===== src/rtl/xmpl_dsp_seq_pkg.sv =====
// xmpl_dsp_seq_pkg: shared FSM states, status bit positions and command layout for the sequencer
package xmpl_dsp_seq_pkg;
   typedef enum logic [1:0] {IDLE, ISSUE, WAIT, RESP} state_t;
   localparam int ACK_BIT = 0;
   localparam int ERR_BIT = 1;
   typedef struct packed {
      logic [11:0] addr;
      logic [31:0] data;
      logic [3:0]  len;
   } cmd_t;
endpackage


===== src/rtl/xmpl_dsp_seq_fifo.sv =====
// xmpl_dsp_seq_fifo: command FIFO with registered full/empty flags
// Ports: clk_i/reset_n_i clock and async active-low reset; push/wdata enqueue;
//        pop dequeues; rdata shows the head entry; full/empty occupancy flags.
module xmpl_dsp_seq_fifo
   import xmpl_dsp_seq_pkg::*;
#(
   parameter int DEPTH = 4
) (
   input  logic clk_i,
   input  logic reset_n_i,
   input  logic push,
   input  logic pop,
   input  cmd_t wdata,
   output cmd_t rdata,
   output logic full,
   output logic empty
);
   localparam int AW = $clog2(DEPTH);
   cmd_t          mem [DEPTH];
   logic [AW-1:0] wptr, rptr;
   logic [AW:0]   count, count_n;
   logic          do_push, do_pop;
   assign do_push = push && !full;
   assign do_pop  = pop && !empty;
   // a simultaneous push and pop leaves the occupancy unchanged
   assign count_n = count + (AW+1)'(do_push) - (AW+1)'(do_pop);
   assign rdata   = mem[rptr];
   always_ff @(posedge clk_i or negedge reset_n_i)
      if (!reset_n_i) begin
         wptr  <= '0;
         rptr  <= '0;
         count <= '0;
         full  <= 1'b0;
         empty <= 1'b1;
      end else begin
         wptr  <= wptr + AW'(do_push);
         rptr  <= rptr + AW'(do_pop);
         count <= count_n;
         full  <= count_n == (AW+1)'(DEPTH);
         empty <= count_n == '0;
      end
   always_ff @(posedge clk_i)
      if (do_push) mem[wptr] <= wdata;
endmodule


===== src/rtl/xmpl_dsp_seq.sv =====
// xmpl_dsp_seq: expands queued write commands into strobe bursts toward msf and reports one response per command
// Ports: cmd_* valid/ready command intake; msf_a/b/c_o beat strobe, index and data;
//        msf_status_i ack/error status; rsp_* one-cycle response; busy_o activity flag.
module xmpl_dsp_seq
   import xmpl_dsp_seq_pkg::*;
#(
   parameter int FIFO_DEPTH  = 4,
   parameter int TIMEOUT_CYC = 255
) (
   input  logic        clk_i,
   input  logic        reset_n_i,
   input  logic        cmd_valid_i,
   output logic        cmd_ready_o,
   input  logic [11:0] cmd_addr_i,
   input  logic [31:0] cmd_data_i,
   input  logic [3:0]  cmd_len_i,
   output logic        msf_a_o,
   output logic [11:0] msf_b_o,
   output logic [31:0] msf_c_o,
   input  logic [31:0] msf_status_i,
   output logic        rsp_valid_o,
   output logic [31:0] rsp_status_o,
   output logic        rsp_timeout_o,
   output logic        busy_o
);
   localparam int TW = $clog2(TIMEOUT_CYC + 1);
   state_t        state, state_n;
   cmd_t          head;
   logic          full, empty, pop, ack, done, expire, timeout;
   logic [11:0]   addr;
   logic [31:0]   data, status;
   logic [3:0]    len, beat;
   logic [TW-1:0] timer;
   xmpl_dsp_seq_fifo #(.DEPTH(FIFO_DEPTH)) u_fifo (
      .clk_i     (clk_i),
      .reset_n_i (reset_n_i),
      .push      (cmd_valid_i && cmd_ready_o),
      .pop       (pop),
      .wdata     ({cmd_addr_i, cmd_data_i, cmd_len_i}),
      .rdata     (head),
      .full      (full),
      .empty     (empty)
   );
   assign pop           = state == IDLE && !empty;
   assign ack           = msf_status_i[ACK_BIT];
   assign done          = msf_status_i[ERR_BIT] || beat == len;
   assign expire        = timer == TW'(TIMEOUT_CYC - 1);
   assign cmd_ready_o   = !full;
   assign msf_a_o       = state == ISSUE;
   assign msf_b_o       = addr;
   assign msf_c_o       = data;
   assign rsp_valid_o   = state == RESP;
   assign rsp_status_o  = status;
   assign rsp_timeout_o = timeout;
   assign busy_o        = state != IDLE || !empty;
   always_comb begin
      state_n = state;
      case (state)
         IDLE:    state_n = empty ? IDLE : ISSUE;
         ISSUE:   state_n = WAIT;
         WAIT:    state_n = ack ? (done ? RESP : ISSUE) : (expire ? RESP : WAIT);
         default: state_n = IDLE;
      endcase
   end
   always_ff @(posedge clk_i or negedge reset_n_i)
      if (!reset_n_i) begin
         state   <= IDLE;
         addr    <= '0;
         data    <= '0;
         len     <= '0;
         beat    <= '0;
         timer   <= '0;
         status  <= '0;
         timeout <= 1'b0;
      end else begin
         state <= state_n;
         if (pop) begin
            addr    <= head.addr;
            data    <= head.data;
            len     <= head.len;
            beat    <= '0;
            timer   <= '0;
            status  <= '0;
            timeout <= 1'b0;
         end else if (state == WAIT) begin
            if (ack) begin
               status <= msf_status_i;
               // the timer restarts so every beat gets its own full wait budget
               if (!done) begin
                  beat  <= beat + 4'd1;
                  addr  <= addr + 12'd1;
                  data  <= data + 32'd1;
                  timer <= '0;
               end
            end else if (expire) timeout <= 1'b1;
            else timer <= timer + TW'(1);
         end
      end
endmodule


===== config.mk =====
export PLATFORM = sky130hd
export DESIGN_NAME = xmpl_dsp_seq
export DESIGN_NICKNAME = d
export VERILOG_FILES = /design/src/rtl/xmpl_dsp_seq_pkg.sv /design/src/rtl/xmpl_dsp_seq_fifo.sv /design/src/rtl/xmpl_dsp_seq.sv
export SDC_FILE = /design/constraint.sdc
export NUM_CORES = 1
export LEC_CHECK = 0
export ABC_AREA = 1
export BUFFER_PORTS_ARGS = -buffer_cell sky130_fd_sc_hd__buf_2
export CAP_MARGIN = 20
export CORE_ASPECT_RATIO = 0.8
export CORE_MARGIN = 10
export CORE_UTILIZATION = 45
export DETAILED_ROUTE_END_ITERATION = 7
export GPL_TIMING_DRIVEN = 0
export PLACE_DENSITY = 0.75
export SYNTH_ARGS = -nofsm -noshare
export SYNTH_HDL_FRONTEND = slang
export SYNTH_SLANG_ARGS = --single-unit

===== constraint.sdc =====
create_clock -name clk_i -period 13.5 [get_ports clk_i]
set_input_delay 2.7 -clock clk_i [delete_from_list [all_inputs] [get_ports clk_i]]
set_output_delay 2.7 -clock clk_i [all_outputs]
set_load 0.05 [all_outputs]

======== Yosys cells after proc, flatten, opt, wreduce, memory -nomap -nowiden ========
Memories as Yosys holds them, arrays and structs flattened.
Index checks and enable logic that the tools add are counted.
W data, S select, Z words.
cells by class
  equal/unequal tests ..................... 10
  $add $sub $neg .......................... 8
  multiplexer cells ....................... 31
  reduce and logical (&&, ||, !) cells .... 18
operators by type and width
  operator                 count
  $mux W32                 7
  $mux W12                 4
  $mux W8                  5
  $add A32 B1 Y32 const B  1
  $mux W4                  4
  $add A12 B1 Y12 const B  1
  $reduce_and A3 Y1        3
  $add A8 B1 Y8 const B    1
  $eq A8 B8 Y1 const B     1
  $mux W1                  8
  $reduce_bool A2 Y1       4
  $ne A3 B2 Y1 const B     2
  $pmux W2 S3              1
  $add A2 B1 Y2            2
  $add A4 B1 Y4 const B    1
  $eq A2 B2 Y1 const B     2
  $eq A4 B4 Y1             1
  $logic_and A1 B1 Y1      4
  $mux W2                  2
  $ne A2 B1 Y1 const B     2
  $add A3 B1 Y3            1
  $eq A3 B3 Y1 const B     1
  $logic_not A3 Y1         1
  $sub A3 B1 Y3            1
  other kinds (5)          7
word-level totals
  memories kept ........................... 1
  logic and storage cells ................. 81
  register bits after elaboration ......... 104
  bits in writable memories ............... 192
  bits of input ports ..................... 83
  output and inout port bits .............. 81
memories
  memory      words  bits a word  read ports  clocked after memory_dff  write ports  line                     source
  u_fifo.mem  4      48           1           0                         1            xmpl_dsp_seq_fifo.sv:19  cmd_t mem [DEPTH];

======== Logic depth before layout (Yosys ltp) ========
Gate-level depths: netlist of run 1.
  depth in word-level cells ............... 6
  depth in mapped cells ................... 12
  mapped depth without buffers ............ 12

======== By module ========
Synthesis of run 1 repeated with hierarchy kept, for this count alone.
unflattened totals
  cells, all modules ...................... 1398
  area, all modules ....................... 13474.2 µm²
modules (own cells, without submodules)
  module             area an instance (µm²)  seq. area each (µm²)  cells an instance  times used
  xmpl_dsp_seq_fifo  7638.6                  5992.0                556                1
  xmpl_dsp_seq       5835.6                  2377.3                842                1

======== Least setup slack after synthesis of run 1 ========
Ideal clock, no wire load.
  path kind ............................... input to register
  from .................................... input port cmd_valid_i
  to ...................................... memory u_fifo.mem[0][0] (netlist bit) (enable)
  path slack .............................. 6.881 ns
  data required time ...................... 12.987 ns
  cell stages on the path ................. 2
  arrival ................................. 6.106 ns
  buffers on the path ..................... 0
  cell sequence ........................... nand2_1 -> nor3_1
between the ends
  word-level cells in the longest chain between the ends .. 4
ends and longest elaborated chain
  element                        line                     source
  from (decl)                    xmpl_dsp_seq.sv:12       input logic cmd_valid_i,
  $logic_and A1 B1 Y1            xmpl_dsp_seq.sv:37       .push (cmd_valid_i && cmd_ready_o),
  $logic_and A1 B1 Y1            xmpl_dsp_seq_fifo.sv:23  assign do_push = push && !full;
  $mux W1                        xmpl_dsp_seq_fifo.sv:43  if (do_push) mem[wptr] <= wdata;
  $mux W1 (not written as such)  xmpl_dsp_seq_fifo.sv:43
  to (decl)                      xmpl_dsp_seq_fifo.sv:19
No other way between the ends.

======== Worst setup path in the final report of run 1 ========
  from .................................... register state[0]
  to ...................................... output port msf_a_o
between the ends
  word-level cells in the longest chain between the ends .. 1
ends and longest elaborated chain
  element                 line                source
  from (decl)             xmpl_dsp_seq.sv:27  state_t state, state_n;
  from (signal assigned)  xmpl_dsp_seq.sv:76  state <= state_n;
  $eq A2 B1 Y1            xmpl_dsp_seq.sv:49  assign msf_a_o = state == ISSUE;
  to (decl)               xmpl_dsp_seq.sv:17  output logic msf_a_o,
No other way between the ends.

==> impl_metrics.tcl, run 1 <==
set metrics [dict create \
    fp.dieH_um 172 \
    die_area_um2 36000 \
    cts_tree "built" \
    io-pin-count 164 \
    fillers 2403 \
    cts_resized 0 \
    yosysSeqAreaShare 0.646 \
    synth_cell_types 38 \
    synth_edf_count 192 \
    synthSimpleGateAreaFrac 0.191 \
    synth.area.mux_share 0 \
    drive_gt1_frac 0.197 \
    worst-r2r-setup-slack_ns 10.47 \
    peakVddDrop_mv 0.157 \
    drc 0 \
    postCtsSetupBuffers 0 \
    end_kind "output port" \
    synth_compound_area_frac 0.0987 \
    hold_violations 0 \
    postSynthAreaPerCell_um2 10.4 \
    worst_pin_slew_ns 0.923 \
    required_ns 10.80 \
    ant_nets 0 \
    antenna_found_initial 7 \
    regArea_um2 8370 \
    clk_path_buf_depth 3 \
    coreArea_um2 28400 \
    grt_pass1_vias 9832 \
    track_usage 0.200 \
    synth_xor_area_frac 0.0128 \
    crit_arrival_ns 1.50 \
    crit_path_start_kind "flip-flop" \
    cts_made_buffers 30 \
    overflow 0 \
    crit_type "reg -> out" \
    setup_viol 0 \
    grt_pass1_wl_mm 56.5 \
    die_x_um 210 \
    min_path_type "reg -> reg" \
    grt_max_degree 70 \
    outcome "finished, final reports clean" \
    nNetsFinal 1555 \
    power_density_nw_per_um2 258 \
    via_per_inst 5.52 \
    maxCapViolCount 0 \
    layout_min_cycle_time_ns 4.20 \
    drt_wl_total_mm 37.2 \
    synth_seq_cells 296 \
    path_max_fanout 4 \
    rsz0062_at_grt "false" \
    htree_levels 1 \
    maxSlewViolCount 0 \
    synth_flop_cell "edfxtp_1" \
    syn-num-nets 1341 \
    holdPathStages 1 \
    total_power_mw 3.99 \
    drt_iter0_drc 1249 \
    syn_area_um2 13000 \
    async_flop_share 0.351 \
    area_growth_pct 19.2 \
    start_util 0.457 \
    wl_per_cell_um 20.0 \
    synth_fa_ha_area_frac 0.00831 \
    ys_warn_count 0 \
    clock_skew_ns 0.0231 \
    gp_congestion 0.929 \
    max_freq_ghz 0.238 \
    rows 55 \
    dr.pass1.iters 7 \
    syn_inst 1250 \
    min_from "rsp_status_o[15]" \
    insertion_delay_ns 0.58 \
    cts_hold_buf 0 \
    p_leak_nw 6.36 \
    r2r_end "u_fifo.full" \
    cts.sinks 296 \
    rr_startpoint "state[0]" \
    synth_top_family_by_area "simple AND/OR/NAND/NOR gates" \
    root_buffer "clkbuf_16" \
    hpwl_mm 27.1 \
    ff2ff_path_depth 10 \
    whs_endpoint "rsp_status_o[15]" \
    clkSlewWorstSetupHoldPaths_ns 0.06 \
    tns_ns 0 \
    io_buffers 162 \
    slew_headroom 0.382 \
    fin_crit_sh 0.311 \
    multi_input_area_um2 4050 \
    vias 10266 \
]
-- cell type report --
cell class | instances | share of cell area
sequential | 296 | 0.542
multi-input combinational | 826 | 0.263
timing repair buffer | 182 | 0.0683
clock buffer | 42 | 0.0531
tap | 370 | 0.0300
buffer | 64 | 0.0203
inverter | 64 | 0.0156
clock inverter | 13 | 0.00778
antenna | 2 | 0.000324
-- how the worst max path moves through the flow --
| stage | to | slack [ns] | from |
|---|---|---|---|
| 2_1_floorplan | u_fifo.mem[0][0] | 6.88 | cmd_valid_i |
| 3_3_place_gp | u_fifo.mem[3][41] | 3.99 | cmd_valid_i |
| 3_5_place_dp | u_fifo.mem[2][19] | 8.77 | cmd_valid_i |
| 4_1_cts | msf_a_o | 9.27 | state[0] |
| 5_1_grt | msf_a_o | 9.20 | state[0] |
| 6_report | msf_a_o | 9.30 | state[0] |
-- kinds of logic after synthesis --
| family | after synthesis |
|---|---|
| compound gates | 211 |
| xor+xnor | 19 |
| fa+ha+maj | 8 |
| buf+inv | 128 |
| flops | 296 |
| simple gates | 588 |
-- state kept, by name, summed over array words and instances (netlist names) --
name	count
msf_b_o	12
msf_c_o	32
timer	8
rsp_timeout_o	1
u_fifo.empty	1
len	4
u_fifo.rptr	2
u_fifo.full	1
beat	4
u_fifo.wptr	2
u_fifo.mem	192
rsp_status_o	32
state	2
u_fifo.count	3
-- synth_stat cells, types with 6 or more instances --
library cell  count  area share
nand3_1         106       0.041
nand2_1         290       0.084
xor2_1           13      0.0088
inv_2             7      0.0020
inv_1            57       0.017
xnor2_1           6      0.0041
o21ai_1          15      0.0058
o22ai_1          24       0.012
o21ai_0         104       0.040
nor3_1            6      0.0023
a21oi_1          24      0.0093
nor2_4            6      0.0052
a32o_1           31       0.024
nor2_1          158       0.046
ha_1              7      0.0068
buf_2            28       0.011
clkbuf_1         28      0.0081
dfrtp_1         103        0.20
buf_4             6      0.0035
edfxtp_1        192        0.45
-- placed cells by master (no fill, tap or decap), types with 2 or more instances in the layout --
cell type / Yosys / final
a21oi_1: 24 / 24
a32o_1: 31 / 31
buf_2: 28 / 189
buf_4: 6 / 8
buf_6: 2 / 19
clkbuf_1: 28 / 37
clkbuf_16: 0 / 30
clkbuf_8: 0 / 2
clkinv_1: 0 / 3
clkinv_2: 0 / 5
clkinvlp_4: 0 / 2
dfrtp_1: 103 / 103
diode_2: 0 / 2
edfxtp_1: 192 / 192
ha_1: 7 / 7
inv_1: 57 / 57
inv_2: 7 / 7
nand2_1: 290 / 290
nand2_2: 3 / 3
nand3_1: 106 / 106
nand3b_1: 4 / 4
nand4_1: 3 / 3
nor2_1: 158 / 158
nor2_2: 5 / 5
nor2_4: 6 / 6
nor3_1: 6 / 2
nor3_2: 0 / 4
o211ai_1: 3 / 3
o21ai_0: 104 / 104
o21ai_1: 15 / 15
o21bai_1: 5 / 5
o221ai_1: 3 / 3
o22ai_1: 24 / 24
or2_2: 2 / 2
xnor2_1: 6 / 6
xor2_1: 13 / 13
-- worst max-delay path, cell delays in order, from the launching register on --
cell and delay (ns):
dfrtp_1 0.45, inv_1 0.09, nor2_1 0.11, buf_2 0.29
-- through the flow --
step / instance area [um2] / hold WS, ns / setup slack (ns) / cells / util
floorplan: 13000 / 0.455 / 6.88 / 1250 / -
global placement: 14200 / 0.469 / 3.99 / 1782 / 0.502
detailed placement: 14500 / 0.477 / 8.77 / 1802 / 0.511
CTS: 15400 / 0.492 / 9.27 / 1857 / 0.544
global route: 15400 / 0.505 / 9.20 / 1857 / 0.544
finish: 15400 / 0.488 / 9.30 / 1859 / 0.544
-- power by group --
group | internal, mW | switching, mW
Sequential | 1.22 | 0.161
Combinational | 0.486 | 1.32
Clock | 0.444 | 0.347
Total | 2.15 | 1.83
-- per-layer routing --
| layer | up-vias | GRT usage | routed length, um |
|---|---|---|---|
| met5 | - | 0 | 63 |
| met4 | 8 | 0.0606 | 956 |
| met3 | 85 | 0.0428 | 3640 |
| met2 | 543 | 0.317 | 17200 |
| met1 | 4885 | 0.271 | 15300 |
| li1 | 4745 | - | - |
Note: power is estimated with default switching activity, not from simulation.
==> run 2, diff against run 1 <==
--- a/config.mk
+++ b/config.mk
@@ -5,7 +5,7 @@
 export SDC_FILE = /design/constraint.sdc
 export NUM_CORES = 1
 export LEC_CHECK = 0
-export ABC_AREA = 1
+export ABC_AREA = 0
 export BUFFER_PORTS_ARGS = -buffer_cell sky130_fd_sc_hd__buf_2
 export CAP_MARGIN = 20
 export CORE_ASPECT_RATIO = 0.8
@@ -13,7 +13,7 @@
 export CORE_UTILIZATION = 45
 export DETAILED_ROUTE_END_ITERATION = 7
 export GPL_TIMING_DRIVEN = 0
-export PLACE_DENSITY = 0.75
+export PLACE_DENSITY = 0.77
 export SYNTH_ARGS = -nofsm -noshare
 export SYNTH_HDL_FRONTEND = slang
 export SYNTH_SLANG_ARGS = --single-unit
==> constraint.sdc (replaced) <==
create_clock -name clk_i -period 3.8 [get_ports clk_i]
set_input_delay 0.76 -clock clk_i [delete_from_list [all_inputs] [get_ports clk_i]]
set_output_delay 0.76 -clock clk_i [all_outputs]
set_load 0.05 [all_outputs]
==> impl_metrics.tcl, run 2 <==
set metrics [dict create \
    postCtsSetupBuffers 0 \
    fp.dieH_um 166 \
    final_cell_mix "edfxtp_1 (192), buf_2 (170), dfrtp_1 (103)" \
    vias 7286 \
    busiest_layer "met2" \
    cts_hold_buf 0 \
    layout_min_cycle_time_ns 3.20 \
    gp_congestion 0.812 \
    peakVddDrop_mv 0.446 \
    coreArea_um2 26200 \
    grt_pass1_vias 7462 \
    clkSlewWorstSetupHoldPaths_ns 0.06 \
    syn_inst 758 \
    path_max_fanout 10 \
    cts_tree "built" \
    wl_per_cell_um 21.1 \
    largest_reg_flops 192 \
    io_buffers 163 \
    synth_edf_count 192 \
    synth.top_cell.area_share 0.484 \
    syn_area_um2 11900 \
    track_usage 0.169 \
    worst_pin_slew_ns 0.777 \
    dpl_worst_slack_ns 0.579 \
    synth_flop_cell "edfxtp_1" \
    power_density_nw_per_um2 911 \
    postSynthAreaPerCell_um2 15.7 \
    synth_top_cells_by_count "edfxtp_1 (192), dfrtp_1 (103), nand2_1 (70)" \
    grtUsageMet1 0.216 \
    grt_pass1_wl_mm 44.2 \
    final_util 0.554 \
    ys_warn_count 0 \
    rsz0062_at_grt "false" \
    antenna_found_initial 7 \
    max_freq_ghz 0.313 \
    syn-num-nets 849 \
    die_area_um2 33400 \
    fillers 2105 \
    crit_type "reg -> reg" \
    drive_gt1_frac 0.300 \
    ant_nets 0 \
    htree_levels 1 \
    die_x_um 202 \
    cts_resized 0 \
    dr.pass1.iters 5 \
    async_flop_share 0.351 \
    met3_usage 0.0583 \
    hold_violations 0 \
    hpwl_mm 19.7 \
    root_buffer "clkbuf_16" \
    maxCapViolCount 0 \
    end_kind "flip-flop" \
    crit_arrival_ns 3.65 \
    drc 0 \
    cts.sinks 296 \
    synth_seq_cells 296 \
    setup_viol 0 \
    grt_max_degree 61 \
    min_path_type "in -> async" \
    yosysSeqAreaShare 0.702 \
    layout_commonest_cell "edfxtp_1" \
    worst-r2r-setup-slack_ns 0.60 \
    crit_path_start_kind "flip-flop" \
    area_growth_pct 21.7 \
    via_per_inst 5.41 \
    fin_crit_sh 0.842 \
    io-pin-count 164 \
    setup_ws_ns 0.602 \
    drt_iter0_drc 493 \
    clock_skew_ns 0.0237 \
    outcome "finished, final reports clean" \
    slew_headroom 0.482 \
    synth_cell_types 54 \
    yosysTopAreaCell "edfxtp_1" \
    maxSlewViolCount 0 \
    placed_cells 1286 \
    fin_cells 1348 \
    p_leak_nw 5.55 \
    yosysMostFrequentCell "edfxtp_1" \
    start_util 0.455 \
    top_register "u_fifo.mem" \
    required_ns 4.25 \
    rows 53 \
    met2_usage 0.277 \
    cts_made_buffers 31 \
    insertion_delay_ns 0.56 \
    ys_top_cells_by_area "edfxtp_1 (48%), dfrtp_1 (22%), mux4_2 (9.1%), a22o_1 (2.3%), nand2_1 (2.2%)" \
    nNetsFinal 1054 \
    drt_wl_total_mm 28.5 \
    overflow 0 \
    clk_path_buf_depth 3 \
]
==> run 2: final timing paths <==
kind,depth (start not counted),start,end
setup / recovery,10,state[0],u_fifo.full
hold / removal,1,reset_n_i,rsp_status_o[7]
min in group clk_i,1,cmd_addr_i[10],u_fifo.mem[0][46]
max in group asynchronous,2,reset_n_i,msf_b_o[10]
hold reg to reg,1,rsp_status_o[0],rsp_status_o[0]
setup reg to reg,10,state[0],u_fifo.full
==> run 2: through the flow <==
stage,total power [mW],cell area [um2],hold WS (ns),TNS (ns)
finish,13.2,14500,0.244,0
global route,13.9,14500,0.266,0
CTS,13.3,14500,0.243,0
detailed placement,10.1,13400,0.461,0
global placement,9.90,13200,0.455,-149.12
floorplan,8.50,11900,0.450,0
==> run 2: kinds of logic (layout without fill, tap and decap cells) <==
logic type / after synthesis / in the layout / synth area share
DFF: 296 / 296 / 0.702
other: 0 / 3 / 0
xor gates and xnor gates: 45 / 45 / 0.0331
buffers and inverters: 45 / 275 / 0.0160
muxes: 51 / 51 / 0.0932
AOI/OAI and AO/OA: 106 / 106 / 0.0576
and+or+nand+nor: 207 / 207 / 0.0889
adders and majority gates: 8 / 8 / 0.00903
==> run 2: layout make-up <==
class,instances,area [um2],share of cell area
sequential,296,8370,0.577
multi-input combinational,417,3380,0.233
clock inverter,24,295,0.0204
antenna,3,7.51,0.000518
tap,357,447,0.0308
clock buffer,34,807,0.0556
timing repair buffer,172,1010,0.0694
inverter,7,26.3,0.00181
buffer,38,164,0.0113
==> run 2: power breakdown <==
part / internal [mW] / total (mW) / switching (mW)
clock network: 1.94 / 3.18 / 1.24
registers: 4.37 / 4.94 / 0.571
logic: 1.62 / 5.09 / 3.47
==> run 2: worst max-delay path, cell delays in order, from the launching register on <==
cell and delay, ns:
dfrtp_1 0.47, or3_2 0.47, clkbuf_1 0.30, buf_1 0.43
xnor2_1 0.28, ha_1 0.17, inv_1 0.05, fa_1 0.37
xnor2_1 0.14, xnor2_1 0.22, nor3b_1 0.21
==> run 2: metal layers <==
| metal | part of all wire | up-vias |
|---|---|---|
| met1 | 0.42 | 3653 |
| met5 | 0.0022 | - |
| met2 | 0.47 | 246 |
| met3 | 0.089 | 39 |
| met4 | 0.014 | 8 |
| li1 | - | 3340 |
